--- src/rtl/sequenciador_execucao.sv ---
// Multicycle step sequencer for the 16-bit processor: owns the
// step counter and turns decoded fields into datapath controls.
//
// Inputs : Clock, Resetn (async, active low), Run,
//          OpSelect, Rx, Ry, Imediato.
// Outputs: Contador/Clear (step counter and clear to the decoder),
//          IRin, Rin/Rout (one-hot), DINout, ImmExt, Ain, Gin, Gout,
//          AluOp, OUTin, Done, Busy, IllegalOp (sticky).
module sequenciador_execucao #(
  parameter int NREGS  = 8,
  parameter int DATA_W = 16
) (
  input  logic              Clock,
  input  logic              Resetn,
  input  logic              Run,
  input  logic [2:0]        OpSelect,
  input  logic [2:0]        Rx,
  input  logic [2:0]        Ry,
  input  logic [9:0]        Imediato,
  output logic [1:0]        Contador,
  output logic              Clear,
  output logic              IRin,
  output logic [NREGS-1:0]  Rin,
  output logic [NREGS-1:0]  Rout,
  output logic              DINout,
  output logic [DATA_W-1:0] ImmExt,
  output logic              Ain,
  output logic              Gin,
  output logic              Gout,
  output logic [1:0]        AluOp,
  output logic              OUTin,
  output logic              Done,
  output logic              Busy,
  output logic              IllegalOp
);

  logic [1:0] cnt_q, cnt_d;
  logic       ill_q, ill_d;
  logic       fin;
  logic       set_ill;

  logic is_alu, is_out, is_ldi, is_rep;
  logic [NREGS-1:0] rx_oh, ry_oh;

  assign is_alu = (OpSelect == 3'b000) ||
                  (OpSelect == 3'b001) ||
                  (OpSelect == 3'b010);
  assign is_out = (OpSelect == 3'b011);
  assign is_ldi = (OpSelect == 3'b101);
  assign is_rep = (OpSelect == 3'b111);

  assign rx_oh = {{(NREGS-1){1'b0}}, 1'b1} << Rx;
  assign ry_oh = {{(NREGS-1){1'b0}}, 1'b1} << Ry;

  assign ImmExt = {{(DATA_W-10){1'b0}}, Imediato};

  // Everything is gated by Resetn so that no enable (even IRin
  // from Run) escapes while the block is held in reset.
  always_comb begin
    IRin    = 1'b0;
    Rin     = '0;
    Rout    = '0;
    DINout  = 1'b0;
    Ain     = 1'b0;
    Gin     = 1'b0;
    Gout    = 1'b0;
    AluOp   = 2'b00;
    OUTin   = 1'b0;
    fin     = 1'b0;
    set_ill = 1'b0;
    if (Resetn) begin
      unique case (cnt_q)
        2'd0: IRin = Run;
        2'd1: begin
          unique case (1'b1)
            is_alu: begin
              Rout = rx_oh;
              Ain  = 1'b1;
            end
            is_ldi: begin
              DINout = 1'b1;
              Rin    = rx_oh;
              fin    = 1'b1;
            end
            is_rep: begin
              Rout = ry_oh;
              Rin  = rx_oh;
              fin  = 1'b1;
            end
            is_out: begin
              Rout  = rx_oh;
              OUTin = 1'b1;
              fin   = 1'b1;
            end
            default: begin
              fin     = 1'b1;
              set_ill = 1'b1;
            end
          endcase
        end
        2'd2: begin
          if (is_alu) begin
            Rout  = ry_oh;
            Gin   = 1'b1;
            AluOp = OpSelect[1:0];
          end
        end
        2'd3: begin
          // Step 3 always clears, so the counter can never wrap.
          fin = 1'b1;
          if (is_alu) begin
            Gout = 1'b1;
            Rin  = rx_oh;
          end
        end
        default: ;
      endcase
    end
  end

  always_comb begin
    cnt_d = cnt_q;
    if (fin)
      cnt_d = 2'd0;
    else if (cnt_q != 2'd0 || Run)
      cnt_d = cnt_q + 2'd1;
  end

  assign ill_d = ill_q | set_ill;

  always_ff @(posedge Clock or negedge Resetn) begin
    if (!Resetn) begin
      cnt_q <= 2'd0;
      ill_q <= 1'b0;
    end else begin
      cnt_q <= cnt_d;
      ill_q <= ill_d;
    end
  end

  assign Contador  = cnt_q;
  assign Clear     = fin;
  assign Done      = fin;
  assign Busy      = Resetn && (cnt_q != 2'd0);
  assign IllegalOp = ill_q;

endmodule

--- config.mk ---
export PLATFORM = sky130hd
export DESIGN_NAME = sequenciador_execucao
export DESIGN_NICKNAME = d
export VERILOG_FILES = /design/src/rtl/sequenciador_execucao.sv
export SDC_FILE = /design/constraint.sdc
export NUM_CORES = 1
export LEC_CHECK = 0
export ABC_AREA = 0
export BUFFER_PORTS_ARGS = -buffer_cell sky130_fd_sc_hd__buf_2
export CORE_ASPECT_RATIO = 1.25
export CORE_MARGIN = 5
export CORE_UTILIZATION = 35
export CTS_BUF_LIST = sky130_fd_sc_hd__clkbuf_4 sky130_fd_sc_hd__clkbuf_8 sky130_fd_sc_hd__clkbuf_16
export DETAILED_ROUTE_END_ITERATION = 8
export HOLD_SLACK_MARGIN = 0.06
export PLACE_DENSITY = 0.89
export RECOVER_POWER = 25
export SETUP_SLACK_MARGIN = 0.5
export SKIP_CTS_REPAIR_TIMING = 1
export SLEW_MARGIN = 25
export SYNTH_ARGS = -nofsm -noshare
export SYNTH_HDL_FRONTEND = slang
export SYNTH_SLANG_ARGS = --single-unit
export TNS_END_PERCENT = 50
--- constraint.sdc ---
create_clock -name Clock -period 1.65 [get_ports Clock]
set_clock_uncertainty 0.1 [all_clocks]
set_input_delay 0.165 -clock Clock [delete_from_list [all_inputs] [get_ports Clock]]
set_output_delay 0.165 -clock Clock [all_outputs]
set_load 0.05 [all_outputs]
==> flow_summary.yaml, run 1 <==
worst_setup_path:
  slowest_stage: "sky130_fd_sc_hd__dfrtp_2"
  worstPathMaxFanout: 6
  critPathKind: "reg -> out"
  timing.critical_path.cells: "inv_4 > ha_4 > and3b_2 > nand3_4 > o22ai_4 > buf_6"
  crit_path_max_incr_delay_ns: 0.41
  setup.worst_path.end_class: "output pin"
  cp.depth: 6
  worst_ep_required_time_ns: 1.38
  worst_r2r_path_depth: 6
  startpoint_type: "register"
  critical_path_at_ns: 1.78
  cp_top_family: "flip-flops"
  worst-path-buf-inv: 2
pwr:
  power.share.sequential: 0.088
  total_power_density_per_cell_area_mw_per_mm2: 1230
  p_leak_uw: 0.000629
  swShare: 0.545
  cellInternalPower_uw: 816
  max-vdd-ir-drop_mv: 1.32
  power.clock.fraction: 0.083
  power.combinational.fraction: 0.828
  netsw_uw: 978
yosys:
  synth_compound_area_frac: 0.171
  synthSimpleGateAreaFrac: 0.380
  yosysWarnings: 0
  muxShareOfSynthArea: 0.0149
  postSynthAreaPerCell_um2: 7.72
  yosysSeqAreaShare: 0.112
  mappedNetlistArea_um2: 672
  ys_types: 31
  netlist_instances: 87
  synth-adder-area-share: 0.0745
  yosys.area_share.xor_xnor: 0.0130
  synth_top_family_by_area: "simple AND/OR/NAND/NOR gates"
  synth-seq-cells: 3
clocking:
  cts_tree: "built"
  cts_inserted_buffers: 3
  cts.root.buffer_cell: "sky130_fd_sc_hd__clkbuf_4"
  clockBufferDepth: 2
  insertion_delay_ns: 0.24
  clock_sinks: 3
  cts_max_level: 1
  path_clk_slew_ns: 0.04
run_status:
  violations: "setup timing"
  status: "complete, but fails checks"
drt:
  detail-route-antenna-nets: 0
  detail_route.first_pass.iterations: 4
  drt-total-wl_mm: 2.84
  route.detailed.wl_per_inst_um: 18.6
  detail_route.vias_per_cell: 5.52
  post-route-drc-count: 0
  first_iter_violations: 8
  num_vias: 844
min_path:
  cell_depth_of_the_worst_min_delay_path: 2
  class_of_the_tightest_hold_or_removal_check: "in -> reg"
die:
  floorplan.die_area_mm2: 0.00290
  top_level_ports: 68
  coreArea_mm2: 0.00181
  placementRows: 17
  dieHeight_um: 59.0
  initial_core_util: 0.372
  die_w_um: 49.2
timing:
  max_clock_freq_mhz: 490
  post-route-min-period_ns: 2.04
  whs_ns: 0.155
  hold_violations: 0
  layout_worst_path_cycle_share: 1.24
  final_critical_path_setup_slack_ns: -0.390
  rsz0062_at_grt: "true"
  timing.final.max_slew_violations: 0
  setup_viol: 23
layout:
  filler_cell_count: 108
  drive_above_1_share: 0.761
  finalNetCount: 161
  flow.area_growth_from_synthesis_pct: 118
  utilization: 0.809
  total_inserted_antenna_cells: 0
global_routing:
  grt-ovfl-total: 0
  first_pass_grt_wire_length_mm: 4.32
  grt_use_total: 0.186
  grt_max_degree: 11
  grt_antenna_before_repair: 0
  via_count_of_the_first_global_routing_pass: 915
placed_design:
  detailed_place_hpwl_mm: 2.10
  gp_congestion: 0.737
  port-buffer-count: 41
flow_run:
  drv_cap: 0
per-layer routing:
layer,share of wire,GRT usage,up-vias,wire length [µm]
met2,0.60,0.354,33,1700
met1,0.33,0.185,404,935
met3,0.041,0.0176,10,116
met4,0.033,0.131,0,94
met5,0,0,-,0
li1,-,-,397,-
Yosys cell counts, drive strengths merged:
library cell / n / share of area
and4: 1 / 0.015
or2b: 2 / 0.026
inv: 4 / 0.022
nand4: 1 / 0.0093
and3: 4 / 0.037
a32oi: 1 / 0.013
nor2: 4 / 0.022
and3b: 1 / 0.015
conb: 1 / 0.0056
and2: 3 / 0.030
and2b: 1 / 0.013
o22ai: 1 / 0.0093
o21ai: 1 / 0.0074
o32ai: 7 / 0.091
a31oi: 1 / 0.032
nand2: 6 / 0.034
xnor2: 1 / 0.013
or2: 2 / 0.019
nand4b: 2 / 0.026
a21oi: 1 / 0.0074
nor3b: 5 / 0.056
nand3: 4 / 0.030
buf: 18 / 0.21
nor2b: 2 / 0.019
o21bai: 1 / 0.011
nor3: 4 / 0.030
mux2i: 1 / 0.015
ha: 4 / 0.074
dfrtp: 3 / 0.11
power groups by stage:
stage / combinational [µW] / clock (µW) / sequential (µW)
floorplan: 853 / 0 / 281
global placement: 1260 / 0 / 146
detailed placement: 1290 / 0 / 149
CTS: 1300 / 156 / 148
global route: 1570 / 156 / 165
finish: 1490 / 149 / 159
registers in the layout (all words and copies together) (netlist names):
register	cells
IllegalOp	1
Contador	2
final timing paths:
check / end / startpoint / slack [ns]
max: Rout[7] / Contador[0] / -0.39
min: IllegalOp / OpSelect[0] / 0.16
max reg2reg: Contador[0] / Contador[0] / 0.32
min reg2reg: IllegalOp / IllegalOp / 0.42
max in group asynchronous: Contador[0] / Resetn / 0.76
min in group asynchronous: Contador[1] / Resetn / 0.52
cell usage in the layout, fill, tap and decap left out, types with 2 or more instances in the layout:
master and count:
sky130_fd_sc_hd__dfrtp_2 2, sky130_fd_sc_hd__nor3_4 4, sky130_fd_sc_hd__nand2_1 3, sky130_fd_sc_hd__clkbuf_4 4
sky130_fd_sc_hd__buf_6 24, sky130_fd_sc_hd__buf_2 17, sky130_fd_sc_hd__conb_1 6, sky130_fd_sc_hd__inv_1 2
sky130_fd_sc_hd__and2_1 2, sky130_fd_sc_hd__nand2_2 3, sky130_fd_sc_hd__buf_12 2, sky130_fd_sc_hd__buf_4 11
sky130_fd_sc_hd__nor2_1 3, sky130_fd_sc_hd__inv_4 2, sky130_fd_sc_hd__nand3_1 3, sky130_fd_sc_hd__o32ai_4 7
sky130_fd_sc_hd__nor3b_4 4, sky130_fd_sc_hd__and3_1 4, sky130_fd_sc_hd__nand4b_1 2, sky130_fd_sc_hd__ha_4 3
sky130_fd_sc_hd__or2b_2 2
through the flow:
stage | area (µm²) | total power (µW) | instances | TNS (ns) | setup WS, ns
after global routing | 1460 | 1890 | 153 | -6.70 | -0.450
after CTS | 1250 | 1600 | 151 | -7.75 | -0.487
final | 1460 | 1790 | 153 | -5.48 | -0.390
after global placement | 1220 | 1400 | 147 | -1.80 | -0.198
after floorplan | 1010 | 1130 | 92 | -4.84 | -0.352
after detailed placement | 1220 | 1440 | 147 | -2.23 | -0.224
logic make-up (layout without fill, tap and decap cells):
logic type                 count (synthesis)  after routing
adders and majority gates                  4              4
DFF                                        3              3
xor gates and xnor gates                   1              1
other                                      1              6
buffers and inverters                     22             64
and+or+nand+nor                           42             42
AOI/OAI and AO/OA                         13             13
muxes                                      1              1
cell type report:
cell class                 instances  area, µm²  area share
clock buffer                       4       30.0      0.0205
sequential                         3       77.6      0.0530
tap                               19       23.8      0.0163
multi-input combinational         67        808       0.553
inverter                           4       20.0      0.0137
timing repair buffer              56        503       0.344
(Power assumes the default switching activity.)
==> inputs of run 2 (changes only) <==
==> constraint.sdc (replaced) <==
create_clock -name Clock -period 2.19 [get_ports Clock]
set_clock_uncertainty 0.1 [all_clocks]
set_input_delay 0.219 -clock Clock [delete_from_list [all_inputs] [get_ports Clock]]
set_output_delay 0.219 -clock Clock [all_outputs]
set_load 0.05 [all_outputs]
==> flow_summary.yaml, run 2 (synthesis gave the netlist of run 1 again) <==
timing:
  whs_ns: 0.209
  hold_violations: 0
  timing.final.max_slew_violations: 0
  max_clock_freq_mhz: 475
  layout_worst_path_cycle_share: 0.962
  post-route-min-period_ns: 2.11
  rsz0062_at_grt: "true"
  setup_viol: 0
drt:
  detail_route.vias_per_cell: 5.29
  post-route-drc-count: 0
  detail_route.first_pass.iterations: 4
  first_iter_violations: 8
  detail-route-antenna-nets: 0
  drt-total-wl_mm: 2.29
  route.detailed.wl_per_inst_um: 15.7
  num_vias: 773
worst_setup_path:
  critPathLaunch: "Contador[1]"
  worstPathMaxFanout: 8
  critical_path_at_ns: 1.79
  setup.worst_path.end_class: "output pin"
  r2r_start: "Contador[1]"
  critPathKind: "reg -> out"
  worst_ep_required_time_ns: 1.87
  startpoint_type: "register"
pwr:
  p_leak_uw: 0.000576
  total_power_density_per_cell_area_mw_per_mm2: 919
  max-vdd-ir-drop_mv: 1.05
placed_design:
  port-buffer-count: 41
  placed_instances: 135
  detailed_place_hpwl_mm: 1.76
  gp_congestion: 0.760
layout:
  final_common_cell: "sky130_fd_sc_hd__buf_2"
  final-instance-count-excl-fill: 146
  multi_input_comb_area_um2: 773
  finalNetCount: 154
  filler_cell_count: 117
  final_cell_mix: "sky130_fd_sc_hd__buf_2, sky130_fd_sc_hd__buf_6, sky130_fd_sc_hd__o32ai_4, sky130_fd_sc_hd__conb_1, sky130_fd_sc_hd__nand2_1"
  drive_above_1_share: 0.709
  largest_reg_flops: 2
  total_inserted_antenna_cells: 0
  layout.area.seq_um2: 77.6
  utilization: 0.717
  flow.area_growth_from_synthesis_pct: 92.9
clocking:
  path_clk_slew_ns: 0.04
  cts.root.buffer_cell: "sky130_fd_sc_hd__clkbuf_4"
  clock_sinks: 3
  cts_inserted_buffers: 3
  insertion_delay_ns: 0.23
  clockBufferDepth: 2
  cts_tree: "built"
  cts_max_level: 1
min_path:
  holdCritStartpoint: "OpSelect[0]"
  class_of_the_tightest_hold_or_removal_check: "in -> reg"
global_routing:
  grt_antenna_before_repair: 0
  first_pass_grt_wire_length_mm: 3.38
  grt-ovfl-total: 0
  grt_use_total: 0.141
  grt_max_degree: 18
  via_count_of_the_first_global_routing_pass: 751
die:
  initial_core_util: 0.372
  top_level_ports: 68
  dieHeight_um: 59.0
  coreArea_mm2: 0.00181
  die_w_um: 49.2
  floorplan.die_area_mm2: 0.00290
  placementRows: 17
flow_run:
  drv_cap: 0
run_status:
  status: "finished, final reports clean"
-- run 2: changes by cell type in the layout (fill, tap and decap cells not counted), moves of 2 or more --
cell                      before  now
sky130_fd_sc_hd__buf_2        17   29
sky130_fd_sc_hd__buf_4        11    4
sky130_fd_sc_hd__buf_6        24   13
sky130_fd_sc_hd__nand2_1       3    5
sky130_fd_sc_hd__nand2_2       3    1
sky130_fd_sc_hd__nor2b_1       0    2
-- run 2: per-stage QoR --
stage          power, µW  cell area [µm²]  TNS [ns]  setup slack [ns]
6_report            1190             1300         0            0.0831
4_1_cts             1060             1130    -0.500           -0.0832
3_3_place_gp         923             1100         0             0.225
3_5_place_dp         946             1100         0             0.169
5_1_grt             1260             1300         0            0.0372
2_1_floorplan        846             1000         0             0.134
-- run 2: per-layer routing --
metal,routed length [µm],vias up,part of all wire,global-route usage
met5,0,-,0,0
met2,1300,17,0.57,0.265
met3,69,4,0.030,0.00504
met1,894,372,0.39,0.164
li1,-,380,-,-
met4,24,0,0.010,0.0577
-- run 2: path summary, 6_finish.rpt --
path	end	slack, ns	cells past startpoint
max	Rout[3]	0.08	7
min in group asynchronous	Contador[1]	0.45	2
min	IllegalOp	0.21	2
max in group asynchronous	Contador[0]	1.38	2
max reg2reg	Contador[1]	0.84	5
min reg2reg	IllegalOp	0.38	1
-- run 2: worst max-delay path, stage by stage (launching register included) --
cell and delay, ns:
sky130_fd_sc_hd__dfrtp_2 0.43, sky130_fd_sc_hd__inv_4 0.09, sky130_fd_sc_hd__ha_4 0.15, sky130_fd_sc_hd__and4_4 0.22, sky130_fd_sc_hd__a31oi_4 0.04, sky130_fd_sc_hd__buf_12 0.16, sky130_fd_sc_hd__o32ai_4 0.26, sky130_fd_sc_hd__buf_6 0.19
-- run 2: power by group --
part / switching, µW / internal, µW
clock: 27.7 / 80.5
sequential: 36.9 / 87.6
combinational: 616 / 344
-- run 2: layout make-up --
class,count,area share
clock buffer,4,0.0232
inverter,4,0.0154
tap,19,0.0183
sequential,3,0.0598
timing repair buffer,49,0.287
multi-input combinational,67,0.597
